### src/rtl/nmr_rx_pkg.sv
// Shared NMR receiver types and default widths.
package nmr_rx_pkg;

  // Default ADC / local-oscillator sample width (signed).
  localparam int DW    = 16;
  // Default accumulator width per channel.
  localparam int ACC_W = 48;
  // Width of the demodulated I/Q results.
  localparam int OUT_W = 32;
  // Width of the acquisition length and decimation controls.
  localparam int CNT_W = 16;

  // Acquisition controller states.
  typedef enum logic [1:0] {
    IDLE  = 2'd0,
    ACQ   = 2'd1,
    FLUSH = 2'd2
  } state_t;

  // A decimation factor of zero behaves like one sample per output.
  function automatic logic [CNT_W-1:0] eff_dec(input logic [CNT_W-1:0] d);
    return (d == '0) ? {{(CNT_W-1){1'b0}}, 1'b1} : d;
  endfunction

endpackage : nmr_rx_pkg

### src/rtl/demod_mac.sv
// One demodulator channel: registered multiply, windowed accumulate, dump.
// Stage 1 registers the full-width product, stage 2 loads or adds it into
// the accumulator, stage 3 captures the scaled accumulator as the result.
module demod_mac #(
  parameter int DW    = nmr_rx_pkg::DW,
  parameter int ACC_W = nmr_rx_pkg::ACC_W,
  parameter int SHIFT = 16
) (
  input  logic                                clk,
  input  logic                                rst,
  input  logic signed [DW-1:0]                a_i,
  input  logic signed [DW-1:0]                b_i,
  input  logic                                mul_en_i,
  input  logic                                acc_en_i,
  input  logic                                acc_load_i,
  input  logic                                dump_en_i,
  output logic signed [nmr_rx_pkg::OUT_W-1:0] result_o
);
  import nmr_rx_pkg::*;

  localparam int PW = 2 * DW;

  logic signed [PW-1:0]    prod_q, prod_d;
  logic signed [ACC_W-1:0] acc_q, acc_d;
  logic signed [OUT_W-1:0] res_q, res_d;

  // Next-state for product, accumulator and dumped result.
  // NOTE: every variable written in always_comb gets a default first, so no
  // path through the block can leave it unassigned and infer a latch.
  always_comb begin
    prod_d = prod_q;
    acc_d  = acc_q;
    res_d  = res_q;
    if (mul_en_i) begin
      // Both operands widened as signed first, so the product is exact.
      prod_d = PW'(a_i) * PW'(b_i);
    end
    if (acc_en_i) begin
      // A size cast of a signed value sign-extends the product.
      // The first sample of a window restarts the sum, so nothing is lost
      // between back-to-back windows.
      acc_d = acc_load_i ? ACC_W'(prod_q) : acc_q + ACC_W'(prod_q);
    end
    if (dump_en_i) begin
      res_d = OUT_W'(acc_q >>> SHIFT);
    end
  end

  // Pipeline registers, cleared by synchronous reset.
  // NOTE: state is updated only with non-blocking assignments in always_ff, so
  // every register samples the values from before the edge.
  always_ff @(posedge clk) begin
    if (rst) begin
      prod_q <= '0;
      acc_q  <= '0;
      res_q  <= '0;
    end else begin
      prod_q <= prod_d;
      acc_q  <= acc_d;
      res_q  <= res_d;
    end
  end

  assign result_o = res_q;

endmodule : demod_mac

### src/rtl/quad_demod.sv
// Quadrature demodulator: mixes the ADC stream with the cos/sin local
// oscillator, integrates over decimation windows and emits n_out I/Q pairs
// per acquisition. Each result appears 3 cycles after the edge accepting the
// last sample of its window.
module quad_demod #(
  parameter int DW    = nmr_rx_pkg::DW,
  parameter int ACC_W = nmr_rx_pkg::ACC_W,
  parameter int SHIFT = 16
) (
  input  logic                                clk,
  input  logic                                rst,
  input  logic                                start,
  input  logic        [nmr_rx_pkg::CNT_W-1:0] n_out,
  input  logic        [nmr_rx_pkg::CNT_W-1:0] dec,
  input  logic signed [DW-1:0]                adc,
  input  logic                                adc_val,
  input  logic signed [DW-1:0]                sin_lo,
  input  logic signed [DW-1:0]                cos_lo,
  input  logic                                lo_val,
  output logic signed [nmr_rx_pkg::OUT_W-1:0] i_out,
  output logic signed [nmr_rx_pkg::OUT_W-1:0] q_out,
  output logic                                out_val,
  output logic                                busy,
  output logic                                done
);
  import nmr_rx_pkg::*;

  localparam logic [CNT_W-1:0] ONE = {{(CNT_W-1){1'b0}}, 1'b1};

  state_t state_q, state_d;

  logic [CNT_W-1:0] n_out_q, n_out_d;
  logic [CNT_W-1:0] dec_q, dec_d;
  logic [CNT_W-1:0] win_cnt_q, win_cnt_d;
  logic [CNT_W-1:0] out_cnt_q, out_cnt_d;

  logic accept;
  logic cfg_load;
  logic zero_req;
  logic win_first;
  logic win_last;
  logic acq_last;

  // Stage 0: operands and window flags captured at acceptance.
  logic signed [DW-1:0] adc_s0_q, cos_s0_q, sin_s0_q;
  logic s0_val_q, s0_first_q, s0_last_q, s0_final_q;
  // Stage 1: flags travelling alongside the registered products.
  logic s1_val_q, s1_first_q, s1_last_q, s1_final_q;
  // Stage 2: dump request alongside the updated accumulator.
  logic s2_dump_q, s2_final_q;
  // Stage 3: output strobes.
  logic out_val_q, done_q;

  // State register.
  always_ff @(posedge clk) begin
    if (rst) state_q <= IDLE;
    else     state_q <= state_d;
  end

  // Next-state logic.
  always_comb begin
    state_d = state_q;
    unique case (state_q)
      IDLE:    if (start && (n_out != '0)) state_d = ACQ;
      ACQ:     if (accept && acq_last)     state_d = FLUSH;
      FLUSH:   if (s2_final_q)             state_d = IDLE;
      default:                             state_d = IDLE;
    endcase
  end

  // State-derived control signals.
  always_comb begin
    busy     = (state_q != IDLE);
    accept   = (state_q == ACQ) && adc_val && lo_val;
    cfg_load = (state_q == IDLE) && start && (n_out != '0);
    zero_req = (state_q == IDLE) && start && (n_out == '0);
  end

  // Window position of the sample currently being offered.
  always_comb begin
    win_first = (win_cnt_q == '0);
    win_last  = (win_cnt_q == dec_q - ONE);
    acq_last  = win_last && (out_cnt_q == n_out_q - ONE);
  end

  // Configuration latch and sample/output counters.
  always_comb begin
    n_out_d   = n_out_q;
    dec_d     = dec_q;
    win_cnt_d = win_cnt_q;
    out_cnt_d = out_cnt_q;
    if (cfg_load) begin
      n_out_d   = n_out;
      dec_d     = eff_dec(dec);
      win_cnt_d = '0;
      out_cnt_d = '0;
    end else if (accept) begin
      if (win_last) begin
        win_cnt_d = '0;
        out_cnt_d = out_cnt_q + ONE;
      end else begin
        win_cnt_d = win_cnt_q + ONE;
      end
    end
  end

  // Counter registers.
  always_ff @(posedge clk) begin
    if (rst) begin
      n_out_q   <= '0;
      dec_q     <= ONE;
      win_cnt_q <= '0;
      out_cnt_q <= '0;
    end else begin
      n_out_q   <= n_out_d;
      dec_q     <= dec_d;
      win_cnt_q <= win_cnt_d;
      out_cnt_q <= out_cnt_d;
    end
  end

  // Stage 0 capture of the accepted sample and its window flags.
  always_ff @(posedge clk) begin
    if (rst) begin
      adc_s0_q   <= '0;
      cos_s0_q   <= '0;
      sin_s0_q   <= '0;
      s0_val_q   <= 1'b0;
      s0_first_q <= 1'b0;
      s0_last_q  <= 1'b0;
      s0_final_q <= 1'b0;
    end else begin
      if (accept) begin
        adc_s0_q <= adc;
        cos_s0_q <= cos_lo;
        sin_s0_q <= sin_lo;
      end
      s0_val_q   <= accept;
      s0_first_q <= accept && win_first;
      s0_last_q  <= accept && win_last;
      s0_final_q <= accept && acq_last;
    end
  end

  // Flag pipeline following the data through stages 1..3.
  always_ff @(posedge clk) begin
    if (rst) begin
      s1_val_q   <= 1'b0;
      s1_first_q <= 1'b0;
      s1_last_q  <= 1'b0;
      s1_final_q <= 1'b0;
      s2_dump_q  <= 1'b0;
      s2_final_q <= 1'b0;
      out_val_q  <= 1'b0;
      done_q     <= 1'b0;
    end else begin
      s1_val_q   <= s0_val_q;
      s1_first_q <= s0_first_q;
      s1_last_q  <= s0_last_q;
      s1_final_q <= s0_final_q;
      s2_dump_q  <= s1_val_q && s1_last_q;
      s2_final_q <= s1_val_q && s1_final_q;
      out_val_q  <= s2_dump_q;
      done_q     <= s2_final_q || zero_req;
    end
  end

  demod_mac #(
    .DW   (DW),
    .ACC_W(ACC_W),
    .SHIFT(SHIFT)
  ) u_mac_i (
    .clk       (clk),
    .rst       (rst),
    .a_i       (adc_s0_q),
    .b_i       (cos_s0_q),
    .mul_en_i  (s0_val_q),
    .acc_en_i  (s1_val_q),
    .acc_load_i(s1_first_q),
    .dump_en_i (s2_dump_q),
    .result_o  (i_out)
  );

  demod_mac #(
    .DW   (DW),
    .ACC_W(ACC_W),
    .SHIFT(SHIFT)
  ) u_mac_q (
    .clk       (clk),
    .rst       (rst),
    .a_i       (adc_s0_q),
    .b_i       (sin_s0_q),
    .mul_en_i  (s0_val_q),
    .acc_en_i  (s1_val_q),
    .acc_load_i(s1_first_q),
    .dump_en_i (s2_dump_q),
    .result_o  (q_out)
  );

  assign out_val = out_val_q;
  assign done    = done_q;

endmodule : quad_demod

### config.mk
export PLATFORM = sky130hd
export DESIGN_NAME = quad_demod
export DESIGN_NICKNAME = d
export VERILOG_FILES = /design/src/rtl/nmr_rx_pkg.sv /design/src/rtl/demod_mac.sv /design/src/rtl/quad_demod.sv
export SDC_FILE = /design/constraint.sdc
export NUM_CORES = 2
export LEC_CHECK = 0
export CAP_MARGIN = 20
export CORE_MARGIN = 1.5
export CORE_UTILIZATION = 63
export DETAILED_ROUTE_END_ITERATION = 8
export PLACE_DENSITY = 0.82
export SETUP_SLACK_MARGIN = 0.5
export SYNTH_ARGS = -nofsm -noshare
export SYNTH_HDL_FRONTEND = slang
export SYNTH_HIERARCHICAL = 1
export SYNTH_SLANG_ARGS = --single-unit
### constraint.sdc
create_clock -name clk -period 7.54 [get_ports clk]
set_clock_uncertainty 0.05 [all_clocks]
set_input_delay 1.131 -clock clk [delete_from_list [all_inputs] [get_ports clk]]
set_output_delay 1.131 -clock clk [all_outputs]
set_load 0.03 [all_outputs]
==> summary.md <==
| Metric | Value |
|---|---|
| Number of max-cap violations | `0` |
| Min Tclk post-route | `6720 ps` |
| CTS H-tree lvls | `2` |
| Cells after Synth | `4,692` |
| Starting density of the core | `64.0%` |
| R2R Path Start | `cos_s0_q[6]` |
| Fin. Hold Viols | `0` |
| # setup viols final | `0` |
| Global Route Usage Sum | `29.8%` |
| Syn Nets | `5,566` |
| Post-place setup slack | `511 ps` |
| Post-route setup TNS | `0 ps` |
| Fin worst setup slack | `824 ps` |
| CTS clk-pin slew, worst paths | `60 ps` |
| F_max | `149 MHz` |
| Initial antenna violation count | `5` |
| Routed Wire Length | `93,800 µm` |
| DR pass1 iterations | `5` |
| Crit-path max FO | `17` |
| Multiplexer share of the synthesized area | `3.42%` |
| First DRT Iteration DRCs | `2,389` |
| GPL Wtd Cong | `0.922` |
| RSZ-0062 raised after global routing | `yes` |
| Crit path from | `cos_s0_q[6]` |
| Yosys warnings | `6` |
| Met1 wire length | `42,000 µm` |
| IR drop worst, VDD | `161 µV` |
| Clock Latency Late Sink | `590 ps` |
| Synth cell count leaders | `699 x inv_1, 581 x nand2_1, 526 x fa_1, 350 x dfxtp_1, 329 x nor2_1` |
| I/O pins | `152` |
| Arrival time worst endpoint | `7130 ps` |
| Clock share of power | `47.1%` |
| Largest family of logic cells by synthesized area | `adder cells` |
| P_leak | `0.0194 µW` |
| Core area | `62,100 µm²` |
| # DRC | `0` |
| Leading post-synthesis cells by cell area | `fa_1 27%, dfxtp_1 18%, ha_1 8.3%` |
| Die area | `64,500 µm²` |
| GRT overflow | `0` |
| First-pass GRT wire length | `157,000 µm` |
| Top FF cell, synth | `dfxtp_1` |
| Routed length on met2 | `43,100 µm` |
| XOR/XNOR share of the synthesized area | `4.32%` |
| CTS Root Buffer Type | `clkbuf_16` |
| Top layer reached by signal wires | `met5` |
| Port Buffer Count | `151` |
| Post-layout net count | `5,584` |
| Via count | `31,900` |
| Top-area cell type share of the netlist area | `26.5%` |
| Fill cells | `4,891` |
| Worst Min Path Start | `s0_last_q` |
| Post-DP HPWL | `72,300 µm` |
| Die H | `254 µm` |
| Post-Synth Simple-Gate Area | `18.5%` |
| CTS Hold Buffers Added | `0` |
| EDFF count, synth | `0` |
| Hold WC Path Type | `flip-flop to flip-flop` |
| Sequential area share after synthesis | `17.6%` |
| Sequential power share | `42.4%` |
| Slew @ Worst Pin | `1040 ps` |
| Post-synthesis register bit count | `350` |
| Status | `finished, final reports clean` |
| Clk buf depth | `3` |
| Largest net degree at the start of global routing | `148` |
| Vias per Instance | `5.72` |
| Top-count cell post-synth | `inv_1` |
| Internal power | `3420 µW` |
| Avg WL per Cell | `16.8 µm` |
| DRT antenna net count | `0` |
| Max-slew violations | `0` |
| Nature of the critical path endpoint | `flip-flop` |
| Mapped Avg Cell Area | `8.46 µm²` |
| Synth Area in Adders | `34.8%` |
| Die width | `254 µm` |
| FP Rows | `91` |
| Worst setup SP type | `flip-flop` |
| Synth Area in Compound Gates | `12.5%` |
| Cell Pwr Density | `107 nW/µm²` |
| Comb pwr share | `10.6%` |
| Clk sinks | `350` |
| Share of layout cells above drive strength 1 | `3.88%` |
| Switching pwr | `1200 µW` |
| Synth cell types | `103` |
| Slew headroom | `30.3%` |
| CTS tree | `built` |
| Met3 wire len | `6310 µm` |
| Switching share of power | `26.0%` |
| Total CTS buffers | `41` |
| Setup CP Type | `flip-flop to flip-flop` |
| Critical Path RT | `7950 ps` |
| Cell taking the most area after synthesis | `fa_1` |
| Mapped cell area | `39,700 µm²` |
| Area Growth Syn to Fin | `9.00%` |
| Vias in the first global route | `31,900` |
| Tcrit/Tclk final | `89.1%` |
| Post-synth ARST share | `0%` |
## logic make-up after synthesis
kind of cell	Yosys count
buffers and inverters	920
XOR/XNOR	196
AND/OR/NAND/NOR	1529
multiplexers	135
adder cells (fa/ha/maj)	789
AO/OA/AOI/OAI	773
flip-flops	350
## layout make-up
class / count / area [µm²] / share of cell area [%]
Clock buffer: 55 / 1200 / 2.78
Sequential cell: 350 / 7050 / 16.3
Antenna cell: 2 / 5.00 / 0.0116
Tap cell: 837 / 1050 / 2.42
Clock inverter: 18 / 280 / 0.648
Timing Repair Buffer: 195 / 1860 / 4.30
Multi-Input combinational cell: 3422 / 29200 / 67.5
Inverter: 700 / 2630 / 6.08
## sequential cells by signal (all words and copies together), names as in the netlist, 2 cells and up
| register | count |
|---|---|
| u_mac_i/prod_q | 32 |
| u_mac_i/result_o | 32 |
| sin_s0_q | 16 |
| cos_s0_q | 16 |
| n_out_q | 16 |
| state_q | 2 |
| dec_q | 16 |
| u_mac_i/acc_q | 48 |
| adc_s0_q | 16 |
| u_mac_q/result_o | 32 |
| out_cnt_q | 16 |
| u_mac_q/acc_q | 48 |
| u_mac_q/prod_q | 32 |
| win_cnt_q | 16 |
## cells in the final DEF (no fill, tap or decap), types with 45 or more instances in the layout
master,Yosys,routed
o21ai_1,49,49
o21ai_0,102,102
nor3_1,50,50
xor2_1,57,57
fa_1,526,525
dfxtp_1,350,324
inv_1,699,698
ha_1,263,263
clkdlybuf4s50_1,0,150
and2_1,249,249
nand3_1,54,54
a21o_1,79,79
xnor2_1,139,139
o211ai_1,45,45
nor2_1,329,329
mux2i_1,131,131
a21oi_1,265,265
nand2_1,581,581
## path summary, 6_finish.rpt
path	to	slack, ps	cells after the start
max	u_mac_i/prod_q[23]	820	21
min	s1_last_q	400	1
max reg2reg	u_mac_i/prod_q[23]	820	21
min reg2reg	s1_last_q	400	1
## power groups by stage
stage               Combinational [µW]  Sequential [µW]  Clock [µW]
floorplan                          360             1950           0
global placement                   472             1990           0
detailed placement                 483             1990           0
CTS                                485             1950        2210
global route                       544             1960        2280
finish                             489             1950        2170
## repair_timing
action	in CTS	in global routing
resized for setup	0	25
buffers inserted	0	3
endpoints found under the setup margin	0	14
## routing by layer
| metal | GRT usage, % | vias up |
|---|---|---|
| li1 | - | 15200 |
| met1 | 40.8 | 15500 |
| met2 | 48.5 | 1039 |
| met3 | 5.40 | 164 |
| met4 | 8.23 | 8 |
| met5 | 0 | - |
## through the flow
step	power (µW)	area [µm²]	utilization, %	instances	hold slack, ps
finish	4620	43300	69.7	5579	404
CTS	4650	43200	69.6	5574	407
global placement	2460	41700	67.3	5501	365
global route	4780	43300	69.7	5578	409
floorplan	2310	39700	-	4692	364
detailed placement	2480	41700	67.3	5501	392
## worst max-delay path, stage by stage, from the launching register on
cell and delay (ps):
dfxtp_1 500, and2_1 270, fa_1 540, inv_1 50
fa_1 490, fa_1 520, inv_1 50, fa_1 470
fa_1 550, inv_1 60, fa_1 520, inv_1 40
ha_1 350, a21oi_1 180, o21bai_1 80, a2111oi_1 540
o31ai_1 150, a21o_1 170, a21oi_1 270, o21ba_2 190
nor4_1 50, or4_1 510
(Power assumes the default switching activity.)
